## src/rtl/mole_round_scheduler_if.sv

```systemverilog
// Handshake bundle between the mole round scheduler and the surrounding
// game logic (LFSR/box mapping in, display/score out).
interface mole_round_scheduler_if;
  logic       start;
  logic [2:0] lfsr_box;
  logic       hit_valid;
  logic [2:0] hit_box;
  logic [2:0] active_box;
  logic [3:0] box_onehot;
  logic [7:0] score;
  logic [7:0] misses;
  logic [7:0] rounds_left;
  logic       round_done;
  logic       round_hit;
  logic       game_over;
  logic       busy;

  modport slave (
    input  start, lfsr_box, hit_valid, hit_box,
    output active_box, box_onehot, score, misses, rounds_left,
           round_done, round_hit, game_over, busy
  );

  modport master (
    output start, lfsr_box, hit_valid, hit_box,
    input  active_box, box_onehot, score, misses, rounds_left,
           round_done, round_hit, game_over, busy
  );
endinterface

```

## src/rtl/mole_round_scheduler.sv

```systemverilog
// Whack-a-mole round sequencer: dark gap, box pick, timed reaction window,
// then score or miss, for a fixed number of rounds per game.
//
// state  | meaning
// IDLE   | after reset, waiting for start
// GAP    | dark interval before the next box lights
// PICK   | sampling lfsr_box until an acceptable box appears
// SHOW   | box lit, waiting for a hit or window expiry
// RESULT | one-cycle round outcome (round_done pulse)
// DONE   | game finished, results held until the next start
module mole_round_scheduler #(
  parameter int TICK_DIV     = 50000,
  parameter int GAP_TICKS    = 500,
  parameter int WINDOW_TICKS = 1000,
  parameter int NUM_ROUNDS   = 10,
  parameter int AVOID_REPEAT = 1
) (
  input  logic                    CLOCK_50,
  input  logic                    reset_signal,
  mole_round_scheduler_if.slave   bus
);

  typedef enum logic [2:0] {
    S_IDLE,
    S_GAP,
    S_PICK,
    S_SHOW,
    S_RESULT,
    S_DONE
  } state_t;

  localparam logic [19:0] DIV_LAST    = 20'(TICK_DIV - 1);
  localparam logic [15:0] GAP_LAST    = 16'(GAP_TICKS - 1);
  localparam logic [15:0] WIN_LAST    = 16'(WINDOW_TICKS - 1);
  localparam logic [7:0]  ROUNDS_INIT = 8'(NUM_ROUNDS);

  state_t      state;
  logic [19:0] div_cnt;
  logic [15:0] phase_cnt;
  logic [2:0]  prev_box;
  logic [1:0]  rej_cnt;

  logic tick;
  logic gap_end;
  logic win_end;
  logic pick_in_range;
  logic pick_ok;
  logic hit_match;

  function automatic logic [3:0] onehot_of(input logic [2:0] b);
    logic [3:0] v;
    v = 4'b0000;
    case (b)
      3'd1:    v = 4'b0001;
      3'd2:    v = 4'b0010;
      3'd3:    v = 4'b0100;
      3'd4:    v = 4'b1000;
      default: v = 4'b0000;
    endcase
    return v;
  endfunction

  always_comb begin
    tick          = (div_cnt == DIV_LAST);
    gap_end       = tick && (phase_cnt == GAP_LAST);
    win_end       = tick && (phase_cnt == WIN_LAST);
    pick_in_range = (bus.lfsr_box >= 3'd1) && (bus.lfsr_box <= 3'd4);
    // After three straight repeat rejections the repeat is let through so PICK cannot stall on a stuck LFSR.
    pick_ok       = pick_in_range &&
                    ((AVOID_REPEAT == 0) || (bus.lfsr_box != prev_box) || (rej_cnt == 2'd3));
    hit_match     = (bus.hit_box == bus.active_box);
  end

  always_ff @(posedge CLOCK_50 or posedge reset_signal) begin
    if (reset_signal) begin
      state           <= S_IDLE;
      div_cnt         <= '0;
      phase_cnt       <= '0;
      prev_box        <= '0;
      rej_cnt         <= '0;
      bus.active_box  <= '0;
      bus.box_onehot  <= '0;
      bus.score       <= '0;
      bus.misses      <= '0;
      bus.rounds_left <= '0;
      bus.round_done  <= 1'b0;
      bus.round_hit   <= 1'b0;
      bus.game_over   <= 1'b0;
      bus.busy        <= 1'b0;
    end else begin
      if (state == S_GAP || state == S_SHOW) begin
        if (tick) begin
          div_cnt   <= '0;
          phase_cnt <= phase_cnt + 16'd1;
        end else begin
          div_cnt   <= div_cnt + 20'd1;
        end
      end

      case (state)
        S_IDLE, S_DONE: begin
          if (bus.start) begin
            state           <= S_GAP;
            div_cnt         <= '0;
            phase_cnt       <= '0;
            prev_box        <= '0;
            bus.score       <= '0;
            bus.misses      <= '0;
            bus.rounds_left <= ROUNDS_INIT;
            bus.game_over   <= 1'b0;
            bus.busy        <= 1'b1;
          end
        end

        S_GAP: begin
          if (gap_end) begin
            state   <= S_PICK;
            rej_cnt <= '0;
          end
        end

        S_PICK: begin
          if (pick_ok) begin
            state          <= S_SHOW;
            div_cnt        <= '0;
            phase_cnt      <= '0;
            prev_box       <= bus.lfsr_box;
            bus.active_box <= bus.lfsr_box;
            bus.box_onehot <= onehot_of(bus.lfsr_box);
          end else if (pick_in_range) begin
            rej_cnt <= rej_cnt + 2'd1;
          end
        end

        S_SHOW: begin
          // A hit landing on the expiry tick still counts as a hit.
          if (bus.hit_valid || win_end) begin
            state          <= S_RESULT;
            bus.round_done <= 1'b1;
            bus.active_box <= '0;
            bus.box_onehot <= '0;
            if (bus.hit_valid && hit_match) begin
              bus.round_hit <= 1'b1;
              if (bus.score != 8'hFF) bus.score <= bus.score + 8'd1;
            end else begin
              if (bus.misses != 8'hFF) bus.misses <= bus.misses + 8'd1;
            end
          end
        end

        S_RESULT: begin
          bus.round_done  <= 1'b0;
          bus.round_hit   <= 1'b0;
          bus.rounds_left <= bus.rounds_left - 8'd1;
          if (bus.rounds_left == 8'd1) begin
            state         <= S_DONE;
            bus.game_over <= 1'b1;
            bus.busy      <= 1'b0;
          end else begin
            state     <= S_GAP;
            div_cnt   <= '0;
            phase_cnt <= '0;
          end
        end

        default: state <= S_IDLE;
      endcase
    end
  end

endmodule
```

## src/flat_wrapper.sv

```systemverilog
// flat-port wrapper written by rule: the top's interface ports become plain ports
module mole_round_scheduler_flat 
#(
  parameter int TICK_DIV     = 50000,
  parameter int GAP_TICKS    = 500,
  parameter int WINDOW_TICKS = 1000,
  parameter int NUM_ROUNDS   = 10,
  parameter int AVOID_REPEAT = 1
)
  (CLOCK_50, reset_signal, bus_start, bus_lfsr_box, bus_hit_valid, bus_hit_box, bus_active_box, bus_box_onehot, bus_score, bus_misses, bus_rounds_left, bus_round_done, bus_round_hit, bus_game_over, bus_busy);
  mole_round_scheduler_if bus_i ();
  input  logic CLOCK_50;
  input  logic reset_signal;
  input wire logic [$bits(bus_i.start)-1:0] bus_start;
  input wire logic [$bits(bus_i.lfsr_box)-1:0] bus_lfsr_box;
  input wire logic [$bits(bus_i.hit_valid)-1:0] bus_hit_valid;
  input wire logic [$bits(bus_i.hit_box)-1:0] bus_hit_box;
  output wire logic [$bits(bus_i.active_box)-1:0] bus_active_box;
  output wire logic [$bits(bus_i.box_onehot)-1:0] bus_box_onehot;
  output wire logic [$bits(bus_i.score)-1:0] bus_score;
  output wire logic [$bits(bus_i.misses)-1:0] bus_misses;
  output wire logic [$bits(bus_i.rounds_left)-1:0] bus_rounds_left;
  output wire logic [$bits(bus_i.round_done)-1:0] bus_round_done;
  output wire logic [$bits(bus_i.round_hit)-1:0] bus_round_hit;
  output wire logic [$bits(bus_i.game_over)-1:0] bus_game_over;
  output wire logic [$bits(bus_i.busy)-1:0] bus_busy;
  assign bus_i.start = bus_start;
  assign bus_i.lfsr_box = bus_lfsr_box;
  assign bus_i.hit_valid = bus_hit_valid;
  assign bus_i.hit_box = bus_hit_box;
  assign bus_active_box = bus_i.active_box;
  assign bus_box_onehot = bus_i.box_onehot;
  assign bus_score = bus_i.score;
  assign bus_misses = bus_i.misses;
  assign bus_rounds_left = bus_i.rounds_left;
  assign bus_round_done = bus_i.round_done;
  assign bus_round_hit = bus_i.round_hit;
  assign bus_game_over = bus_i.game_over;
  assign bus_busy = bus_i.busy;
  mole_round_scheduler #(.TICK_DIV(TICK_DIV), .GAP_TICKS(GAP_TICKS), .WINDOW_TICKS(WINDOW_TICKS), .NUM_ROUNDS(NUM_ROUNDS), .AVOID_REPEAT(AVOID_REPEAT)) u_core (.CLOCK_50(CLOCK_50), .reset_signal(reset_signal), .bus(bus_i));
endmodule
```

## config.mk

```make
export PLATFORM = sky130hd
export DESIGN_NAME = mole_round_scheduler_flat
export DESIGN_NICKNAME = d
export VERILOG_FILES = /design/src/rtl/mole_round_scheduler_if.sv /design/src/rtl/mole_round_scheduler.sv /design/src/flat_wrapper.sv
export SDC_FILE = /design/constraint.sdc
export NUM_CORES = 1
export LEC_CHECK = 0
export CORE_UTILIZATION = 60
export CTS_CLUSTER_DIAMETER = 150
export CTS_CLUSTER_SIZE = 10
export DETAILED_ROUTE_END_ITERATION = 10
export PLACE_DENSITY_LB_ADDON = 0.2
export SYNTH_ARGS = -nofsm -noshare
export SYNTH_HDL_FRONTEND = slang
export SYNTH_SLANG_ARGS = --single-unit
```

## constraint.sdc

```tcl
create_clock -name CLOCK_50 -period 6.5 [get_ports CLOCK_50]
set_input_delay 1.95 -clock CLOCK_50 [delete_from_list [all_inputs] [get_ports CLOCK_50]]
set_output_delay 1.95 -clock CLOCK_50 [all_outputs]
set_load 0.03 [all_outputs]
```

Word level (Yosys, flattened, before mapping)
Cells that the tools add are included.
- bits in registers: 79
- bits in latches: 0
- bits in writable memories: 0
- ROM bits: 0
- input bits: 10
- output and inout port bits: 35
- memories: 0
- add/subtract/negate cells: 6
- $mul: 0
- div/mod/pow operators: 0
- order comparisons: 2
- eq/ne operators: 29
- shifts and indexed selects: 0
- muxes and demuxes: 53
- bitwise operators: 0
- reduce and logical (&&, ||, !) cells: 26
- operators with widths (kind ; count):
    2-to-1 mux 20 bit ; 5
    2-to-1 mux 16 bit ; 5
    2-to-1 mux 8 bit ; 8
    case mux 20 bit (3 select lines) ; 1
    case mux 16 bit (3 select lines) ; 1
    case mux 8 bit (2 select lines) ; 3
    2-to-1 mux 3 bit ; 8
    adder 20 x 1 -> 20 bit, second input constant ; 1
    == test 20 x 16 -> 1 bit, second input constant ; 1
    adder 16 x 1 -> 16 bit, second input constant ; 1
    adder 8 x 1 -> 8 bit, second input constant ; 2
    == test 16 x 10 -> 1 bit, second input constant ; 1
    == test 16 x 9 -> 1 bit, second input constant ; 1
    != test 8 bit, second input constant ; 2
    case mux 4 bit (4 select lines) ; 1
    case mux 3 bit (5 select lines) ; 1
    != test 2 bit, second input constant ; 7
    == test 3 x 2 -> 1 bit, second input constant ; 4
    case mux 3 bit (2 select lines) ; 2
    AND reduction 3 bit ; 4
    nonzero test 2 bit ; 6
    AND reduction 5 bit ; 2
    == test 3 bit, second input constant ; 3
    == test 8 x 1 -> 1 bit, second input constant ; 1
    21 further kinds ; 45

Depth between registers and ports, before layout
- word-level depth: 5
- depth in mapped cells: 11
- depth with buffers taken out: 7

Worst setup path before layout
OpenSTA, ideal clock, no wires.
- path type: in2reg
- start: in bus_lfsr_box[2]
- end: reg u_core.div_cnt[10]
- setup time: 71 ps
- arrival time: 3864 ps
- data required time: 6429 ps
- slack: 2565 ps
- stages: 11
- buffers on the path: 5
- cells stage by stage: buf_6 -> xor2_1 -> or4_4 -> and3_1 -> buf_6 -> o21a_1 -> buf_6 -> or2_1 -> buf_6 -> buf_6 -> nor2_1
- word-level cells in the longest chain between the ends: 5
- elaborated cells between the ends (all ways): 8
- classes of those cells: 2 x order compare; 1 x eq/ne; 2 x mux; 3 x reduce/logical
- RTL lines (element ; line ; source):
    from (decl) ; flat_wrapper.sv:15 ; input wire logic [$bits(bus_i.lfsr_box)-1:0] bus_lfsr_box;
    greater-or-equal comparator 3 x 1 -> 1 bit, or another cell as far along ; mole_round_scheduler.sv:67 ; pick_in_range = (bus.lfsr_box >= 3'd1) && (bus.lfsr_box <= 3'd4);
    logical AND 1 bit or logical OR 1 bit (tied branches) ; mole_round_scheduler.sv:67, mole_round_scheduler.sv:70 ;
    logical AND 1 bit * ; mole_round_scheduler.sv:69 ; pick_ok = pick_in_range &&
    2-to-1 mux 20 bit * ; mole_round_scheduler.sv:123 ; if (pick_ok) begin
    case mux 20 bit (3 select lines) * ; mole_round_scheduler.sv:100 ; case (state)
    to (signal assigned) ; mole_round_scheduler.sv:96 ; div_cnt <= div_cnt + 20'd1;
    to (decl) ; mole_round_scheduler.sv:38 ; logic [19:0] div_cnt;
Every way passes the cells marked *; elsewhere a longest branch is shown, timed or not.
A chain may end at the register's enable or synchronous reset.

Worst setup path in the final report
- start: in bus_lfsr_box[2]
- end: reg u_core.div_cnt[1]
Same word-level chain as after synthesis.

==> flow_metrics.env <==
export IMPL_layout_common_cells="79 x dfrtp_1, 56 x nor2_1, 44 x clkdlybuf4s50_1"
export IMPL_cts_sinks=79
export IMPL_cp_data_required_time_ps=6770
export IMPL_post_cts_setup_buffers=0
export IMPL_met3_length_um=379
export IMPL_yosys_area_share_simple_pct=26.6
export IMPL_yosysWarnings=0
export IMPL_synth_distinct_cells=51
export IMPL_via_count=3306
export IMPL_max_cap_violations=0
export IMPL_antenna_left=0
export IMPL_netlist_area_um2=4140
export IMPL_antenna_found_initial=0
export IMPL_io_pins=45
export IMPL_synth_xor_area_share_pct=9.74
export IMPL_slew_violations=0
export IMPL_overflow=0
export IMPL_layout_commonest_cell="dfrtp_1"
export IMPL_hold_class="reg2reg"
export IMPL_path_clk_slew_ps=80
export IMPL_p_leak_nw=2.04
export IMPL_fin_tns_setup_ps=0
export IMPL_n_antenna_cell=0
export IMPL_globalplace_congestion=0.836
export IMPL_dr_pass1_iters=4
export IMPL_dp_hpwl_um=6100
export IMPL_cts_resized=0
export IMPL_rsz0062_at_grt="false"
export IMPL_netlist_instances=425
export IMPL_r2r_end="u_core.div_cnt[3]"
export IMPL_reg2reg_depth=5
export IMPL_routed_wl_um=8790
export IMPL_seq_area_um2=1980
export IMPL_n_fill_cell=467
export IMPL_critPathLaunchType="primary input"
export IMPL_drcViolationCount=0
export IMPL_status="completed"
export IMPL_synth_nets=442
export IMPL_r2r_start="u_core.state[1]"
export IMPL_worstHoldStart="u_core.bus.game_over"
export IMPL_die_area_um2=7230
export IMPL_final_core_util_pct=73.0
export IMPL_setup_slack_ps=2000
export IMPL_synth_top_family_by_area="simple AND/OR/NAND/NOR gates"
export IMPL_vias_per_cell=6.09
export IMPL_path_class="in2reg"
export IMPL_power_total_mw=1.45
export IMPL_wl_met1_um=3910
export IMPL_path_max_fanout=19
export IMPL_worst_pin_slew_ps=870
export IMPL_top_layer_used="met4"
export IMPL_portBuffers=44
export IMPL_dr_wl_met2_um=4330
export IMPL_arrival_ps=4770
export IMPL_htreeDepth=3
export IMPL_ys_ff_latch=79
export IMPL_crit_chain="clkdlybuf4s50_1, xor2_1, or4_4, and3_1, o21a_1, or2_1, a21oi_1"
export IMPL_relSlewSlack_pct=41.5
export IMPL_end_kind="flop"
export IMPL_setup_viol=0
export IMPL_grt_pass1_vias=3318
export IMPL_synth_seq_area_share_pct=47.8
export IMPL_die_x_um=85.0
export IMPL_root_buffer="clkbuf_8"
export IMPL_slowest_stage="or2_1"
export IMPL_place_inst=529
export IMPL_drive_above_1_share_pct=4.72
export IMPL_place_ws_ps=1670
export IMPL_hold_viol_final=0
export IMPL_ys_flop_type="dfrtp_1"
export IMPL_synth_mux_area_share_pct=0.484
export IMPL_holdBufCountCts=0
export IMPL_routedWlPerCell_um=16.2
export IMPL_async_flop_share_pct=100
export IMPL_synth_fa_ha_area_share_pct=2.12
export IMPL_cts_tree="built"
export IMPL_hold_end="u_core.bus.game_over"
export IMPL_vdd_drop_max_mv=0.179
export IMPL_rows=29
export IMPL_initial_core_util_pct=63.7
export IMPL_fmax_mhz=222
export IMPL_syn_to_final_growth_pct=14.7
export IMPL_multi_input_comb_area_um2=2020
export IMPL_regToRegSetupSlack_ps=3510
export IMPL_drtIter0Drc=191
export IMPL_clock_skew_ps=6.23
export IMPL_synth_compound_area_share_pct=9.95
export IMPL_clock_latency_ps=350
export IMPL_finalCriticalPeriod_ps=4500
export IMPL_cts_buffer_depth=2
export IMPL_track_usage_pct=26.7
export IMPL_period_share_pct=69.2
export IMPL_synth_edf_count=0
export IMPL_grt_max_degree=58
export IMPL_fin_cells=543
export IMPL_max_stage_delay_ps=570
export IMPL_nNetsFinal=480
export IMPL_die_y_um=85.0
export IMPL_powerDensity_nw_per_um2=306
export IMPL_fp_coreArea_um2=6490
export IMPL_cts_buffers=9
export IMPL_min_path_cells=2
export IMPL_grt_pass1_wl_um=15100
export IMPL_avgSynthCellArea_um2=9.73
through the flow:
stage / cell area [um2] / hold slack (ps)
3_3_place_gp: 4580 / 461
6_report: 4740 / 483
4_1_cts: 4740 / 490
3_5_place_dp: 4580 / 472
2_1_floorplan: 4140 / 465
5_1_grt: 4740 / 525
power by group:
part           switching [mW]  leakage, nW  internal (mW)
registers              0.0872         1.07          0.559
logic                   0.297        0.886          0.186
clock network           0.167       0.0854          0.155
total                   0.551         2.04          0.900
sequential cells by signal, indices dropped and copies added, names as in the netlist:
name	flops
u_core.bus.round_done	1
u_core.bus.active_box	3
u_core.phase_cnt	16
u_core.rej_cnt	2
u_core.bus.game_over	1
u_core.div_cnt	20
u_core.bus.box_onehot	4
u_core.bus.busy	1
u_core.bus.misses	8
u_core.bus.round_hit	1
u_core.state	3
u_core.prev_box	3
u_core.bus.rounds_left	8
u_core.bus.score	8
kinds of logic after synthesis:
family | count (synthesis)
and+or+nand+nor | 201
DFF | 79
AOI/OAI and AO/OA | 63
xor gates and xnor gates | 46
buffers and inverters | 27
adders and majority gates | 7
muxes | 2
Yosys cell counts (6+ instances only):
master / n / share of area, %
a21oi_1: 12 / 1.5
a22o_1: 7 / 1.5
and3_1: 7 / 1.1
and4_1: 8 / 1.7
clkbuf_1: 14 / 1.3
dfrtp_1: 79 / 48
ha_1: 7 / 2.1
inv_1: 8 / 0.73
nand2_1: 29 / 2.6
nand3_1: 27 / 3.3
nand4_1: 13 / 2.0
nor2_1: 56 / 5.1
nor2b_1: 6 / 0.91
nor3_1: 8 / 0.97
nor4_1: 7 / 1.1
o21ai_0: 19 / 2.3
xnor2_1: 21 / 4.4
xor2_1: 25 / 5.3
worst max path at each step:
| stage | startpoint | cells after the start | to | slack [ps] |
|---|---|---|---|---|
| after floorplan | reset_signal | 1 | u_core.bus.active_box[0] | 2530 |
| after global placement | bus_lfsr_box[2] | 7 | u_core.div_cnt[1] | 1760 |
| after detailed placement | bus_lfsr_box[2] | 7 | u_core.div_cnt[1] | 1670 |
| after CTS | bus_lfsr_box[2] | 7 | u_core.div_cnt[1] | 2020 |
| after global routing | bus_lfsr_box[2] | 7 | u_core.div_cnt[0] | 1820 |
| final | bus_lfsr_box[2] | 7 | u_core.div_cnt[1] | 2000 |
worst max-delay path: cells and delay by family:
kind / cells / cell delay, ps
AO/OA/AOI/OAI: 2 / 650
XOR/XNOR: 1 / 230
buffers and inverters: 1 / 560
AND/OR/NAND/NOR: 3 / 1370
routing by layer:
layer	track usage [%]	vias to the layer above
met1	33.9	1611
met2	45.2	91
met3	4.96	14
li1	-	1590
met4	10.9	0
met5	0	-
cell type report:
type	instances	share of cell area, %
tap	77	2.03
clock inverter	1	0.106
clock buffer	13	3.35
timing repair buffer	46	9.60
sequential	79	41.7
multi-input combinational	319	42.6
inverter	8	0.633
Power figures use the tool's default switching activity.
